$ cat config.mk
export PLATFORM = sky130hd
export DESIGN_NAME = sqrt_share_arb
export DESIGN_NICKNAME = d
export VERILOG_FILES = /design/src/rtl/sqrt_share_arb.sv
export SDC_FILE = /design/constraint.sdc
export NUM_CORES = 1
export LEC_CHECK = 0
export ABC_AREA = 1
export BUFFER_PORTS_ARGS = -buffer_cell sky130_fd_sc_hd__buf_2
export CELL_PAD_IN_SITES_DETAIL_PLACEMENT = 1
export CELL_PAD_IN_SITES_GLOBAL_PLACEMENT = 1
export CORE_AREA = 2 2 121 100
export DETAILED_ROUTE_END_ITERATION = 10
export DIE_AREA = 0 0 123 102
export GPL_ROUTABILITY_DRIVEN = 0
export HOLD_SLACK_MARGIN = 0.12
export MAX_ROUTING_LAYER = met4
export PLACE_DENSITY = 0.82
export SKIP_LAST_GASP = 1
export SYNTH_ARGS = -nofsm -noshare
export SYNTH_HDL_FRONTEND = slang
export SYNTH_SLANG_ARGS = --single-unit
$ cat constraint.sdc
create_clock -name clk -period 5.1 [get_ports clk]
set_clock_uncertainty 0.15 [all_clocks]
set_input_delay 0.51 -clock clk [delete_from_list [all_inputs] [get_ports clk]]
set_output_delay 0.51 -clock clk [all_outputs]
set_load 0.02 [all_outputs]
$ cat src/rtl/sqrt_share_arb.sv
// sqrt_share_arb: one multi-cycle restoring integer square-root engine shared
// by NREQ requesters under round-robin arbitration. Each accepted request
// returns floor(sqrt(radicand)) tagged with the requester index.
//
// Ports:
//   clk       rising-edge clock
//   reset     synchronous, active-high reset
//   req       per-requester request level
//   radicand  packed operands, requester i at [i*RAD_W +: RAD_W]
//   ack       one-hot accept pulse (combinational, IDLE only)
//   busy      engine occupied (CALC or DONE)
//   done_vld  one-cycle result strobe
//   done_id   requester index owning the result
//   root      floor(sqrt(radicand)), held until the next done_vld
module sqrt_share_arb #(
  parameter int unsigned NREQ   = 3,
  parameter int unsigned RAD_W  = 24,
  parameter int unsigned ROOT_W = 12,
  parameter int unsigned ID_W   = 2
) (
  input  logic                   clk,
  input  logic                   reset,
  input  logic [NREQ-1:0]        req,
  input  logic [NREQ*RAD_W-1:0]  radicand,
  output logic [NREQ-1:0]        ack,
  output logic                   busy,
  output logic                   done_vld,
  output logic [ID_W-1:0]        done_id,
  output logic [ROOT_W-1:0]      root
);

  localparam int unsigned OP_W   = 2 * ROOT_W;
  localparam int unsigned REM_W  = ROOT_W + 2;
  localparam int unsigned CNT_W  = $clog2(ROOT_W + 1);
  localparam int unsigned SCAN_W = ID_W + 1;

  typedef enum logic [1:0] {
    IDLE = 2'd0,
    CALC = 2'd1,
    DONE = 2'd2
  } state_t;

  state_t              state;
  state_t              state_nxt;

  logic [ID_W-1:0]     rr_ptr;
  logic [ID_W-1:0]     gnt_id;
  logic [OP_W-1:0]     opnd;
  logic [REM_W-1:0]    rem;
  logic [ROOT_W-1:0]   root_part;
  logic [CNT_W-1:0]    cnt;

  logic                gnt_any;
  logic [ID_W-1:0]     gnt_idx;
  logic [SCAN_W-1:0]   scan;
  logic [RAD_W-1:0]    rad_sel;
  logic [REM_W-1:0]    rem_sh;
  logic [REM_W-1:0]    trial;
  logic [REM_W-1:0]    rem_nxt;
  logic [ROOT_W-1:0]   root_part_nxt;
  logic                last_step;

  // Round-robin search: first set req bit starting at rr_ptr, wrapping mod NREQ.
  always_comb begin
    gnt_any = 1'b0;
    gnt_idx = '0;
    scan    = '0;
    for (int unsigned off = 0; off < NREQ; off++) begin
      scan = SCAN_W'(rr_ptr) + SCAN_W'(off);
      if (scan >= SCAN_W'(NREQ)) begin
        scan = scan - SCAN_W'(NREQ);
      end
      for (int unsigned i = 0; i < NREQ; i++) begin
        if (!gnt_any && (scan == SCAN_W'(i)) && req[i]) begin
          gnt_any = 1'b1;
          gnt_idx = ID_W'(i);
        end
      end
    end
  end

  // Operand mux for the granted requester.
  always_comb begin
    rad_sel = '0;
    for (int unsigned i = 0; i < NREQ; i++) begin
      if (gnt_idx == ID_W'(i)) begin
        rad_sel = radicand[i*RAD_W +: RAD_W];
      end
    end
  end

  // One restoring step: bring in the next two operand bits, try {root,01}.
  always_comb begin
    rem_sh    = (rem << 2) | REM_W'(opnd[OP_W-1 -: 2]);
    trial     = {root_part, 2'b01};
    last_step = (cnt == CNT_W'(ROOT_W - 1));
    if (rem_sh >= trial) begin
      rem_nxt       = rem_sh - trial;
      root_part_nxt = (root_part << 1) | ROOT_W'(1'b1);
    end else begin
      rem_nxt       = rem_sh;
      root_part_nxt = root_part << 1;
    end
  end

  // FSM state register.
  always_ff @(posedge clk) begin
    if (reset) begin
      state <= IDLE;
    end else begin
      state <= state_nxt;
    end
  end

  // FSM next state and grant strobe.
  always_comb begin
    state_nxt = state;
    ack       = '0;
    case (state)
      IDLE: begin
        if (gnt_any && !reset) begin
          state_nxt = CALC;
          for (int unsigned i = 0; i < NREQ; i++) begin
            ack[i] = (gnt_idx == ID_W'(i));
          end
        end
      end
      CALC: begin
        if (last_step) begin
          state_nxt = DONE;
        end
      end
      DONE: begin
        state_nxt = IDLE;
      end
      default: begin
        state_nxt = IDLE;
      end
    endcase
  end

  // Status flags registered from the next state so they line up with it.
  always_ff @(posedge clk) begin
    if (reset) begin
      busy     <= 1'b0;
      done_vld <= 1'b0;
    end else begin
      busy     <= (state_nxt != IDLE);
      done_vld <= (state_nxt == DONE);
    end
  end

  // Datapath: operand capture, iteration registers, result and pointer update.
  always_ff @(posedge clk) begin
    if (reset) begin
      rr_ptr    <= '0;
      gnt_id    <= '0;
      opnd      <= '0;
      rem       <= '0;
      root_part <= '0;
      cnt       <= '0;
      done_id   <= '0;
      root      <= '0;
    end else begin
      case (state)
        IDLE: begin
          if (gnt_any) begin
            opnd      <= OP_W'(rad_sel);
            gnt_id    <= gnt_idx;
            rem       <= '0;
            root_part <= '0;
            cnt       <= '0;
          end
        end
        CALC: begin
          opnd      <= opnd << 2;
          rem       <= rem_nxt;
          root_part <= root_part_nxt;
          cnt       <= cnt + CNT_W'(1);
          // Publish the result as the engine enters DONE.
          if (last_step) begin
            root    <= root_part_nxt;
            done_id <= gnt_id;
          end
        end
        DONE: begin
          // The requester just served drops to lowest priority.
          if (gnt_id == ID_W'(NREQ - 1)) begin
            rr_ptr <= '0;
          end else begin
            rr_ptr <= gnt_id + ID_W'(1);
          end
        end
        default: begin
        end
      endcase
    end
  end

endmodule
==> Yosys cells after proc, flatten, opt, wreduce, memory -nomap -nowiden <==
Cells that the tools add are included.
{ "word_totals": {"latch_bits": 0, "mem_bits_ro": 0, "ff_bits": 74, "ramBits": 0, "memories": 0} }
{ "op_classes": {"div_mod_pow": 0, "n_mul": 0, "n_shift": 0, "n_reduce_logical": 37, "muxes": 39, "bitwise_logic": 1, "n_addsub": 8, "n_eq_ne": 14, "n_lt_le_gt_ge": 4} }
{ "op_table": {"columns": ["operator", "n"], "rows": [
  ["24-bit 2-to-1 mux", 4],
  ["12-bit case mux with 2 select lines", 2],
  ["24-bit case mux with 2 select lines", 1],
  ["12-bit 2-to-1 mux", 3],
  ["2-bit 2-to-1 mux", 10],
  ["1-bit logical AND", 18],
  ["3-bit 2-to-1 mux", 5],
  ["14-bit >= comparator", 1],
  ["14-bit by 2-bit bitwise OR with 14-bit output", 1],
  ["12-bit subtractor", 1],
  ["1-bit 2-to-1 mux", 11],
  ["3-bit by 1-bit equality test with 1-bit output, second input constant", 3],
  ["3-bit by 2-bit equality test with 1-bit output, second input constant", 3],
  ["1-bit zero test", 9],
  ["3-bit zero test", 3],
  ["2-bit equality test, second input constant", 4],
  ["4-bit case mux with 2 select lines", 1],
  ["3-bit by 2-bit >= comparator with 1-bit output, second input constant", 2],
  ["2-bit AND reduction", 3],
  ["3-bit by 2-bit subtractor with 3-bit output, second input constant", 2],
  ["4-bit by 1-bit adder with 4-bit output, second input constant", 1],
  ["2-bit by 1-bit equality test with 1-bit output, second input constant", 2],
  ["4-bit equality test, second input constant", 1],
  ["2-bit zero test", 2],
  ["other kinds (9)", 10]
]} }

==> Longest topological paths before layout <==
{ "logic_depth": {"depth_word": 43, "mapped_depth": 14, "depth_no_buf": 13} }

==> Worst setup path after synthesis <==
Ideal clock, no wire load.
{ "synth_path": {"path_kind": "register to output", "startpoint": "register rr_ptr[0]", "endpoint": "output port ack[0]", "arrival_ns": 1.826, "path_stages_with_launch": 12, "slack_ns": 2.614, "path_cell_list": "dfxtp_1 -> inv_1 -> ha_1 -> o21ai_1 -> nand2_2 -> nor2_4 -> nand4_1 -> nand2_2 -> buf_4 -> inv_1 -> nand2_1 -> nor3_1"} }
{ "synth_between": {"elab_chain_cells": 40} }
{ "synth_rtl": {"columns": ["element", "line", "rtl"], "rows": [
  ["start: declaration", "46", "logic [ID_W-1:0] rr_ptr;"],
  ["start signal: assignment", "191", "rr_ptr <= gnt_id + ID_W'(1);"],
  ["2-bit by 2-bit subtractor with 3-bit output or 2-bit >= comparator (tied branches)", "71, 70", null],
  ["3-bit 2-to-1 mux", "70", "if (scan >= SCAN_W'(NREQ)) begin"],
  ["3-bit zero test", "74", "if (!gnt_any && (scan == SCAN_W'(i)) && req[i]) begin"],
  ["1-bit logical AND", "74", null],
  ["1-bit 2-to-1 mux", "74", null],
  ["1-bit zero test", "74", null],
  ["1-bit logical AND (2 in series)", "74", null],
  ["1-bit 2-to-1 mux", "74", null],
  ["[... 21 more ...]", null, null],
  ["1-bit logical AND (2 in series)", "74", null],
  ["1-bit 2-to-1 mux", "74", null],
  ["1-bit zero test", "74", null],
  ["1-bit logical AND (2 in series)", "74", null],
  ["2-bit 2-to-1 mux or 1-bit 2-to-1 mux (tied branches)", "74", null],
  ["2-bit zero test or 1-bit logical AND (tied branches)", "124, 121", null],
  ["3-bit 2-to-1 mux *", "121", "if (gnt_any && !reset) begin"],
  ["3-bit 2-to-1 mux *", "119", "case (state)"],
  ["end: declaration", "25", "output logic [NREQ-1:0] ack,"]
]} }
Mark *: on every way between the ends. The rest lies on a longest branch, timed or not.

==> Final worst setup path <==
{ "layout_path": {"startpoint": "register rr_ptr[0]", "endpoint": "output port ack[2]"} }
{ "layout_between": {"elab_chain_cells": 40} }
{ "layout_rtl": {"columns": ["element", "line"], "rows": [
  ["2-bit by 2-bit subtractor with 3-bit output or 2-bit >= comparator (tied branches)", "71, 70"],
  ["3-bit 2-to-1 mux", "70"],
  ["3-bit zero test", "74"],
  ["1-bit logical AND", "74"],
  ["1-bit 2-to-1 mux", "74"],
  ["1-bit zero test", "74"],
  ["1-bit logical AND (2 in series)", "74"],
  ["1-bit 2-to-1 mux", "74"],
  ["[... 21 more ...]", null],
  ["1-bit logical AND (2 in series)", "74"],
  ["1-bit 2-to-1 mux", "74"],
  ["1-bit zero test", "74"],
  ["1-bit logical AND (2 in series)", "74"],
  ["2-bit 2-to-1 mux or 1-bit 2-to-1 mux (tied branches)", "74"],
  ["2-bit equality test or 1-bit logical AND (tied branches)", "124, 121"],
  ["3-bit 2-to-1 mux *", "121"],
  ["3-bit 2-to-1 mux *", "119"]
]} }
Marked as above.

==> reports/qor.yml <==
die_x_um: 123
crit_top_cell: "inv_1"
yosysSeqAreaShare: 0.325
worstMarginPinSlew_ns: 0.976
grt_overflow_total: 0
fmax_ghz: 0.311
power_leakage_nw: 2.62
layout-drive-gt1-share: 0.166
hold_class: "flop to flop"
tns_ns: 0
cts_resized: 0
sw_frac_of_total: 0.422
synth_seq_cells: 74
r2r_slack_ns: 2.39
critical-path-slowest-cell: "dfxtp_1"
worstSkewPairLatency_ns: 0.34
area_delta_synth_final_pct: 17.1
final-setup-viol-count: 0
ys.flop_type: "dfxtp_1"
drcViolationCount: 0
die_area_um2: 12500
cts_hold_buf: 0
syn_area_um2: 4560
io_buffers: 95
clk_path_buf_depth: 2
p_total_mw: 2.27
wl_met2_um: 6530
synth.net_count: 815
crit_type: "flop to primary output"
startpoint_type: "flop"
ant_nets: 0
ios: 96
nets: 886
final.min_clock_period_ns: 3.22
vias: 4859
coreArea_um2: 11300
ys_warn_count: 0
viasPerCell: 5.14
synth_edf_count: 0
path_max_fanout: 27
max-cap-violations: 0
drt_iter0_markers: 267
grt_max_degree: 80
grt_pass1_wl_um: 23300
antenna_found_initial: 0
p_sw_mw: 0.956
detail_route.wl_per_cell_um: 14.7
start_util: 0.404
internal-power_mw: 1.31
end_kind: "primary output"
num_rows: 35
hold_viol_final: 0
num_antenna_cells: 0
cts_made_buffers: 9
syn_inst: 721
crit_arrival_ns: 2.56
firstDrtPassIters: 4
grt_setup_unrepaired: "no"
peakVddDrop_mv: 0.184
pwr-share-seq: 0.304
max_stage_delay_ns: 0.33
route.met3.wl_um: 429
finalCritPeriodShare: 0.631
track_usage: 0.237
root_buffer: "clkbuf_16"
top_layer_used: "met4"
max_slew_margin: 0.348
clock-sinks: 74
cp_cell_sequence: "inv_1 > ha_1 > o21ai_1 > nand2_2 > o21ai_0 > inv_1 > nand2_4 > inv_2 > nor2_1 > buf_2"
path_clk_slew_ns: 0.06
ys_async_sr_fraction: 0
pwr-share-comb: 0.434
htree_levels: 3
wl_um: 13900
drt-met1-wl_um: 6810
avgSynthCellArea_um2: 6.33
grt_pass1_vias: 4916
drv_slew: 0
outcome: "completed"
power.density_nw_per_um2: 424
hpwl_um: 9720
cts_setup_buffers: 0
die_y_um: 102
synth_cell_types: 35
cts_tree: "yes"
clkPwrFrac: 0.263
worstPathRequired_ns: 4.44
==> state kept, by name, indices dropped and copies added (netlist names), 2 cells and up <==
name and count:
gnt_id 2, rem 12, rr_ptr 2, root 12
done_id 2, opnd 24, state 2, root_part 12
cnt 4
==> power by group through the flow <==
stage                     logic (mW)  clock network (mW)  registers [mW]
after floorplan                0.751                   0           0.688
after global placement         0.927                   0           0.695
after detailed placement       0.967                   0           0.700
after CTS                      0.979               0.610           0.687
after global routing            1.12               0.635           0.695
final                          0.982               0.595           0.688
==> cell type report <==
type | count | area (µm²)
Inverter | 106 | 398
Clock buffer | 9 | 225
Sequential cell | 74 | 1480
Clock inverter | 7 | 52.6
Fill cell | 1562 | 5950
Tap cell | 148 | 185
Multi-Input combinational cell | 503 | 2500
Timing Repair Buffer | 98 | 498
==> Yosys cell counts (all sizes together) (3+ instances only) <==
library cell,number,area [µm²]
nand2,186,718
nand3,136,686
inv,106,398
a21oi,89,445
dfxtp,74,1480
nor2,24,100
buf,22,124
o21ai,22,110
ha,17,213
clkbuf,16,60.1
nand4,6,43.8
o211ai,5,37.5
xor2,3,26.3
==> placed cells by master, fill, tap and decap left out, types with 5 or more instances in the layout <==
cell type | synthesis | routed
inv_2 | 6 | 6
nand3_1 | 135 | 135
a21oi_1 | 89 | 89
inv_1 | 100 | 100
nor2_1 | 22 | 22
clkbuf_16 | 0 | 9
o211ai_1 | 5 | 5
dfxtp_1 | 74 | 74
ha_1 | 17 | 17
nand2_1 | 182 | 182
nand4_1 | 5 | 5
o21ai_0 | 20 | 20
buf_2 | 12 | 95
==> critical path: cells and delay by family (launching register included) <==
kind,cells,cell delay (ns)
AOI/OAI and AO/OA,2,0.37
adders and majority gates,1,0.32
buffers and inverters,4,0.62
and+or+nand+nor,3,0.57
DFF,1,0.33
==> logic make-up after synthesis <==
logic type      Yosys count  share of synthesized area
buf+inv                 144                      0.128
fa+ha+maj                17                     0.0466
xor+xnor                  5                    0.00960
compound gates          122                      0.140
flops                    74                      0.325
simple gates            359                      0.352
==> metal layers <==
| layer | up-vias | track usage |
|---|---|---|
| met1 | 2290 | 0.303 |
| met5 | - | - |
| li1 | 2474 | - |
| met2 | 84 | 0.389 |
| met4 | 0 | 0.0577 |
| met3 | 11 | 0.0430 |
==> worst paths after layout <==
check | startpoint | end | cells past startpoint
worst max-delay path | rr_ptr[0] | ack[2] | 10
worst min-delay path | opnd[0] | opnd[0] | 2
worst max register to register | rr_ptr[0] | opnd[8] | 12
worst min register to register | opnd[0] | opnd[0] | 2
==> stage by stage <==
step	utilization	worst slack (ns)	hold slack, ns	instance area (µm²)	instances
2_1_floorplan	-	2.61	0.304	4560	721
3_3_place_gp	0.449	2.40	0.314	5070	929
3_5_place_dp	0.449	2.26	0.328	5070	929
4_1_cts	0.473	1.88	0.337	5350	945
5_1_grt	0.473	1.70	0.363	5350	945
6_report	0.473	1.88	0.338	5350	945
(Power assumes the default switching activity.)
